$ cat src/rtl/di_byte_fifo_if.sv
`default_nettype none
// +--------------------------------------------------------------------+
// | di_byte_fifo_if : DI byte handshake and byte-stream bundle         |
// | rev 1.0                                                            |
// +--------------------------------------------------------------------+
interface di_byte_fifo_if #(
   parameter int DEPTH_LOG2 = 4
);
   logic                  di1_write;
   logic [7:0]            di1_reg_datai;
   logic                  di1_write_rdy;
   logic                  di1_read_req;
   logic                  di1_read;
   logic [7:0]            di1_reg_datao;
   logic                  di1_read_rdy;
   logic [7:0]            tx_data;
   logic                  tx_valid;
   logic                  tx_ready;
   logic [7:0]            rx_data;
   logic                  rx_valid;
   logic                  rx_ready;
   logic [DEPTH_LOG2:0]   tx_count;
   logic [DEPTH_LOG2:0]   rx_count;
   logic                  overflow;
   logic                  underflow;

   modport slave (
      input  di1_write, di1_reg_datai, di1_read_req, di1_read, tx_ready, rx_data, rx_valid,
      output di1_write_rdy, di1_reg_datao, di1_read_rdy, tx_data, tx_valid, rx_ready,
             tx_count, rx_count, overflow, underflow
   );

   modport master (
      output di1_write, di1_reg_datai, di1_read_req, di1_read, tx_ready, rx_data, rx_valid,
      input  di1_write_rdy, di1_reg_datao, di1_read_rdy, tx_data, tx_valid, rx_ready,
             tx_count, rx_count, overflow, underflow
   );
endinterface
`default_nettype wire

$ cat src/rtl/di_byte_fifo.sv
`default_nettype none
// +--------------------------------------------------------------------+
// | di_byte_fifo : TX/RX byte FIFOs between the DI converter and a     |
// |                valid/ready byte stream. rev 1.0                    |
// +--------------------------------------------------------------------+
module di_byte_fifo #(
   parameter int DEPTH_LOG2 = 4
) (
   input  wire logic          ifclk,
   input  wire logic          reset,
   input  wire logic          enable,
   input  wire logic          flush,
   di_byte_fifo_if.slave      bus
);
   localparam int                  c_DEPTH     = 1 << DEPTH_LOG2;
   localparam logic [DEPTH_LOG2:0] c_PTR_ONE   = (DEPTH_LOG2+1)'(1);
   localparam logic [DEPTH_LOG2:0] c_RDY_LIMIT = (DEPTH_LOG2+1)'(c_DEPTH - 2);

   logic w_clear;
   assign w_clear = reset || !enable || flush;

   // ---------------- TX FIFO: DI writes -> tx stream ----------------
   logic [7:0]          r_tx_mem [c_DEPTH];
   logic [DEPTH_LOG2:0] r_tx_wptr;
   logic [DEPTH_LOG2:0] r_tx_rptr;
   logic [DEPTH_LOG2:0] w_tx_count;
   logic                w_tx_full;
   logic                w_tx_empty;
   logic                w_tx_push;
   logic                w_tx_pop;
   logic                r_overflow;

   assign w_tx_count = r_tx_wptr - r_tx_rptr;
   assign w_tx_empty = (r_tx_wptr == r_tx_rptr);
   assign w_tx_full  = (r_tx_wptr[DEPTH_LOG2] != r_tx_rptr[DEPTH_LOG2]) &&
                       (r_tx_wptr[DEPTH_LOG2-1:0] == r_tx_rptr[DEPTH_LOG2-1:0]);
   assign w_tx_push  = bus.di1_write && !w_tx_full;
   assign w_tx_pop   = !w_tx_empty && bus.tx_ready;

   always_ff @(posedge ifclk) begin
      if (w_clear) begin
         r_tx_wptr  <= '0;
         r_tx_rptr  <= '0;
         r_overflow <= 1'b0;
      end else begin
         if (w_tx_push)
            r_tx_wptr <= r_tx_wptr + c_PTR_ONE;
         if (w_tx_pop)
            r_tx_rptr <= r_tx_rptr + c_PTR_ONE;
         if (bus.di1_write && w_tx_full)
            r_overflow <= 1'b1;
      end
   end

   always_ff @(posedge ifclk) begin
      if (!w_clear && w_tx_push)
         r_tx_mem[r_tx_wptr[DEPTH_LOG2-1:0]] <= bus.di1_reg_datai;
   end

   // Ready keeps one slot spare so a write already in flight when it drops still lands.
   assign bus.di1_write_rdy = (w_tx_count <= c_RDY_LIMIT);
   assign bus.tx_valid      = !w_tx_empty;
   assign bus.tx_data       = r_tx_mem[r_tx_rptr[DEPTH_LOG2-1:0]];
   assign bus.tx_count      = w_tx_count;
   assign bus.overflow      = r_overflow;

   // ---------------- RX FIFO: rx stream -> DI reads ----------------
   logic [7:0]          r_rx_mem [c_DEPTH];
   logic [DEPTH_LOG2:0] r_rx_wptr;
   logic [DEPTH_LOG2:0] r_rx_rptr;
   logic [DEPTH_LOG2:0] w_rx_count;
   logic                w_rx_full;
   logic                w_rx_empty;
   logic                w_rx_push;
   logic                w_rx_pop;
   logic                r_pending;
   logic                r_underflow;

   assign w_rx_count = r_rx_wptr - r_rx_rptr;
   assign w_rx_empty = (r_rx_wptr == r_rx_rptr);
   assign w_rx_full  = (r_rx_wptr[DEPTH_LOG2] != r_rx_rptr[DEPTH_LOG2]) &&
                       (r_rx_wptr[DEPTH_LOG2-1:0] == r_rx_rptr[DEPTH_LOG2-1:0]);
   assign w_rx_push  = bus.rx_valid && !w_rx_full;
   assign w_rx_pop   = bus.di1_read && !w_rx_empty;

   always_ff @(posedge ifclk) begin
      if (w_clear) begin
         r_rx_wptr   <= '0;
         r_rx_rptr   <= '0;
         r_pending   <= 1'b0;
         r_underflow <= 1'b0;
      end else begin
         if (w_rx_push)
            r_rx_wptr <= r_rx_wptr + c_PTR_ONE;
         if (w_rx_pop)
            r_rx_rptr <= r_rx_rptr + c_PTR_ONE;
         if (bus.di1_read && w_rx_empty)
            r_underflow <= 1'b1;
         // Any read, accepted or not, retires the request; it beats a same-cycle new request.
         if (bus.di1_read)
            r_pending <= 1'b0;
         else if (bus.di1_read_req)
            r_pending <= 1'b1;
      end
   end

   always_ff @(posedge ifclk) begin
      if (!w_clear && w_rx_push)
         r_rx_mem[r_rx_wptr[DEPTH_LOG2-1:0]] <= bus.rx_data;
   end

   assign bus.rx_ready      = !w_rx_full;
   assign bus.di1_read_rdy  = r_pending && !w_rx_empty;
   assign bus.di1_reg_datao = r_rx_mem[r_rx_rptr[DEPTH_LOG2-1:0]];
   assign bus.rx_count      = w_rx_count;
   assign bus.underflow     = r_underflow;

endmodule
`default_nettype wire
$ cat src/flat_wrapper.sv
// flat-port wrapper written by rule: the top's interface ports become plain ports
module di_byte_fifo_flat 
#(
   parameter int DEPTH_LOG2 = 4
)
  (ifclk, reset, enable, flush, bus_di1_write, bus_di1_reg_datai, bus_di1_read_req, bus_di1_read, bus_tx_ready, bus_rx_data, bus_rx_valid, bus_di1_write_rdy, bus_di1_reg_datao, bus_di1_read_rdy, bus_tx_data, bus_tx_valid, bus_rx_ready, bus_tx_count, bus_rx_count, bus_overflow, bus_underflow);
  di_byte_fifo_if #(.DEPTH_LOG2(DEPTH_LOG2)) bus_i ();
  input  wire logic ifclk;
  input  wire logic reset;
  input  wire logic enable;
  input  wire logic flush;
  input wire logic [$bits(bus_i.di1_write)-1:0] bus_di1_write;
  input wire logic [$bits(bus_i.di1_reg_datai)-1:0] bus_di1_reg_datai;
  input wire logic [$bits(bus_i.di1_read_req)-1:0] bus_di1_read_req;
  input wire logic [$bits(bus_i.di1_read)-1:0] bus_di1_read;
  input wire logic [$bits(bus_i.tx_ready)-1:0] bus_tx_ready;
  input wire logic [$bits(bus_i.rx_data)-1:0] bus_rx_data;
  input wire logic [$bits(bus_i.rx_valid)-1:0] bus_rx_valid;
  output wire logic [$bits(bus_i.di1_write_rdy)-1:0] bus_di1_write_rdy;
  output wire logic [$bits(bus_i.di1_reg_datao)-1:0] bus_di1_reg_datao;
  output wire logic [$bits(bus_i.di1_read_rdy)-1:0] bus_di1_read_rdy;
  output wire logic [$bits(bus_i.tx_data)-1:0] bus_tx_data;
  output wire logic [$bits(bus_i.tx_valid)-1:0] bus_tx_valid;
  output wire logic [$bits(bus_i.rx_ready)-1:0] bus_rx_ready;
  output wire logic [$bits(bus_i.tx_count)-1:0] bus_tx_count;
  output wire logic [$bits(bus_i.rx_count)-1:0] bus_rx_count;
  output wire logic [$bits(bus_i.overflow)-1:0] bus_overflow;
  output wire logic [$bits(bus_i.underflow)-1:0] bus_underflow;
  assign bus_i.di1_write = bus_di1_write;
  assign bus_i.di1_reg_datai = bus_di1_reg_datai;
  assign bus_i.di1_read_req = bus_di1_read_req;
  assign bus_i.di1_read = bus_di1_read;
  assign bus_i.tx_ready = bus_tx_ready;
  assign bus_i.rx_data = bus_rx_data;
  assign bus_i.rx_valid = bus_rx_valid;
  assign bus_di1_write_rdy = bus_i.di1_write_rdy;
  assign bus_di1_reg_datao = bus_i.di1_reg_datao;
  assign bus_di1_read_rdy = bus_i.di1_read_rdy;
  assign bus_tx_data = bus_i.tx_data;
  assign bus_tx_valid = bus_i.tx_valid;
  assign bus_rx_ready = bus_i.rx_ready;
  assign bus_tx_count = bus_i.tx_count;
  assign bus_rx_count = bus_i.rx_count;
  assign bus_overflow = bus_i.overflow;
  assign bus_underflow = bus_i.underflow;
  di_byte_fifo #(.DEPTH_LOG2(DEPTH_LOG2)) u_core (.ifclk(ifclk), .reset(reset), .enable(enable), .flush(flush), .bus(bus_i));
endmodule
$ cat config.mk
export PLATFORM = sky130hd
export DESIGN_NAME = di_byte_fifo_flat
export DESIGN_NICKNAME = d
export VERILOG_FILES = /design/src/rtl/di_byte_fifo_if.sv /design/src/rtl/di_byte_fifo.sv /design/src/flat_wrapper.sv
export SDC_FILE = /design/constraint.sdc
export NUM_CORES = 1
export LEC_CHECK = 0
export ABC_AREA = 1
export CAP_MARGIN = 20
export CORE_UTILIZATION = 40
export DETAILED_ROUTE_END_ITERATION = 8
export PLACE_DENSITY = 0.67
export SYNTH_ARGS = -nofsm -noshare
export SYNTH_HDL_FRONTEND = slang
export SYNTH_SLANG_ARGS = --single-unit
$ cat constraint.sdc
create_clock -name ifclk -period 3.1 [get_ports ifclk]
set_input_delay 0.62 -clock ifclk [delete_from_list [all_inputs] [get_ports ifclk]]
set_output_delay 0.62 -clock ifclk [all_outputs]
set_load 0.03 [all_outputs]
==> out/metrics.cfg <==
[status]
status = finished, final reports clean

[synthesis]
synth.area.top_cells = edfxtp_1 (59%), nand2_1 (11%), nand3_1 (8.4%)
synth-seq-cells = 287
yosysSeqAreaShare_pct = 64.0
synthCells = 1334
synth_top_area_share_pct = 59.2
yosys_warnings = 0
synth_top_area_cell = edfxtp_1
syn_avg_cell_area_um2 = 9.73
yosysUniqueCellTypes = 27
synth_nets = 1379
syn_area_um2 = 13000

[layout]
finalNetCount = 1465
multi_input_area_um2 = 3550
final_cell_mix = nand2_1 (394), edfxtp_1 (256), inv_1 (231), nand3_1 (218), nor2_1 (54)
regArea_um2 = 8310
layout_commonest_cell = nand2_1
final_cell_count_no_fill = 1847
drive_gt1_share_pct = 9.76
area_delta_synth_final_pct = 17.5
fill_cells = 2867
design_area_um2 = 15200
antenna_cells = 0

[place]
gp_congestion = 0.831
dp.cells = 1789
buffer_ports.inserted = 56
post_dp_cell_area_um2 = 14200
hpwl_um = 18500

[drt]
vias = 9024
drtIter0Drc = 722
vias_per_cell = 4.89
drtPass1Iterations = 5
wl_per_cell_um = 15.7
drc_errors = 0
antenna_left = 0
routed_wirelength_um = 29100

[setup_path]
worstPathRequired_ns = 2.48
r2r_start = u_core.r_tx_rptr[2]
crit_slowest_cell = clkdlybuf4s50_1
worst-setup-path-type = flop to output pin
cp_max_fo = 26
r2r-end = u_core.r_tx_mem[10][2]
startpoint_type = flop
crit_path_frequent_cell = nand3_1
worstPathCellList = inv_2, buf_4, nand2_1, nand3_1, nand3_1, nand3_1, nand2_1, clkdlybuf4s50_1
reg2reg_slack_ns = 0.88
cp-end-kind = output pin
reg2regPathDepth = 10
cp_top_family = buffers and inverters
crit_buf_inv = 3
critical_path_arrival_ns = 2.40
critical-path-max-stage-delay_ns = 0.66

[timing]
rsz0062_at_grt = false
slew_headroom_pct = 42.6
whs_ns = 0.465
slew_violations = 0
setup_viol = 0
final.setup.tns_ns = 0
finalClockSkew_ns = 0.0157
tightest_slew_ns = 0.858
min_period_ns = 3.02
fmax_mhz = 331
finalCritPeriodShare_pct = 97.4
hold_viol = 0

[global_route]
use_met1_pct = 23.7
grt.total_usage_pct = 17.8
grt_antenna_before_repair = 0
grt_util_met2_pct = 30.2
grt_max_degree = 65
grt_pass1_wl_um = 46200
grt_busiest_layer = met2
grt_pass1_vias = 8813
grtUsageMet3_pct = 1.96
globalRoute.totalOverflow = 0

[hold_path]
hp-class = flop to flop
hp-start = u_core.bus.overflow
hold_depth = 2
min_to = u_core.bus.overflow

[die]
dieArea_um2 = 33200
start_util_pct = 40.9
io_pins = 57
die_w_um = 182
coreArea_um2 = 31700
row_count = 65
die_y_um = 182

[clocking]
post-cts-setup-buffer-count = 0
numCtsBuffers = 31
path_clk_slew_ns = 0.06
clockBufferDepth = 3
holdBufCountCts = 0
cts_tree = done
clock-root-buffer = clkbuf_16
worstSkewPairLatency_ns = 0.56
htreeDepth = 1
cts.sinks = 287

[pwr]
pwr-share-comb_pct = 2.9
total_power_mw = 8.00
ir_worst_vdd_mv = 0.327
powerDensity_nw_per_um2 = 525
switching_share_pct = 20.8
p_int_mw = 6.34
p_leak_nw = 6.61
power.switching_mw = 1.66
p_clk_share_pct = 44.3
p_seq_share_pct = 52.7

[run]
max-cap-violations = 0

cells in the mapped netlist:
master	number
nand2_1	394
edfxtp_1	256
inv_1	232
nand3_1	218
nor2_1	54
dfxtp_1	31
buf_2	27
clkbuf_1	22
ha_1	18
a21oi_1	17
nand2_2	9
o21ai_0	9
nand4_1	8
xor2_1	8
nand2_4	7
inv_2	6
buf_4	3
buf_1	2
fa_1	2
nand3_2	2
nor2_2	2
nor2_4	2
and2_1	1
nand3b_1	1
nor2_8	1
o21a_1	1
xnor2_1	1
layout make-up:
class                           count  area share (%)
Inverter                          238            5.88
Clock buffer                       38            5.39
Tap cell                          402            3.30
Multi-Input combinational cell    755            23.3
Clock inverter                     20            1.07
Timing Repair Buffer              107            6.60
Sequential cell                   287            54.5
state kept, by name, indices dropped and copies added, names as in the netlist, named ones only:
register,flops
u_core.r_tx_wptr,5
u_core.r_rx_mem,128
u_core.r_rx_rptr,5
u_core.bus.underflow,1
u_core.r_pending,1
u_core.bus.overflow,1
u_core.r_tx_mem,128
u_core.r_tx_rptr,5
u_core.r_rx_wptr,5
cells by family after synthesis:
group | count (synthesis) | synth area share, %
simple gates | 699 | 23.5
xor+xnor | 9 | 0.607
fa+ha+maj | 20 | 2.04
buf+inv | 292 | 8.79
compound gates | 27 | 1.06
flops | 287 | 64.0
timing repair:
action | 4_1_cts | 5_1_grt
gates resized for setup | 22 | 26
endpoints found under the hold margin | 0 | 0
endpoints found under the setup margin | 21 | 19
routing by layer:
layer / wire length, um / vias up / part of all wire [%]
li1: - / 4465 / -
met1: 12700 / 4233 / 44
met2: 14000 / 274 / 48
met3: 1580 / 52 / 5.4
met4: 747 / 0 / 2.6
met5: 0 / - / 0
power groups by stage:
| stage | sequential, mW | clock (mW) | combinational (mW) |
|---|---|---|---|
| 2_1_floorplan | 4.30 | 0 | 0.0978 |
| 3_3_place_gp | 4.30 | 0 | 0.234 |
| 3_5_place_dp | 4.30 | 0 | 0.239 |
| 4_1_cts | 4.22 | 3.62 | 0.237 |
| 5_1_grt | 4.22 | 3.74 | 0.254 |
| 6_report | 4.22 | 3.55 | 0.234 |
stage by stage:
| stage | setup WS, ns | util, % |
|---|---|---|
| after floorplan | 0.723 | - |
| after global routing | 0.00211 | 48.1 |
| after global placement | 0.266 | 44.8 |
| after CTS | 0.000114 | 47.9 |
| final | 0.0821 | 48.1 |
| after detailed placement | 0.233 | 44.8 |
worst register-to-register path, delay by kind of cell, from the launching register on:
family,cells,cell delay [ns]
adder cells (fa/ha/maj),1,0.39
buffers and inverters,2,0.28
AND/OR/NAND/NOR,7,0.80
flip-flops,1,0.45
worst max-delay path by stage:
stage,to,from,cells past startpoint
6_report,bus_di1_reg_datao[2],flop,8
5_1_grt,bus_di1_reg_datao[2],flop,8
4_1_cts,bus_di1_reg_datao[7],flop,9
3_5_place_dp,bus_di1_write_rdy,u_core.r_tx_wptr[0],10
3_3_place_gp,bus_di1_write_rdy,u_core.r_tx_wptr[0],10
2_1_floorplan,bus_di1_write_rdy,u_core.r_tx_wptr[0],9
(Power assumes the default switching activity.)
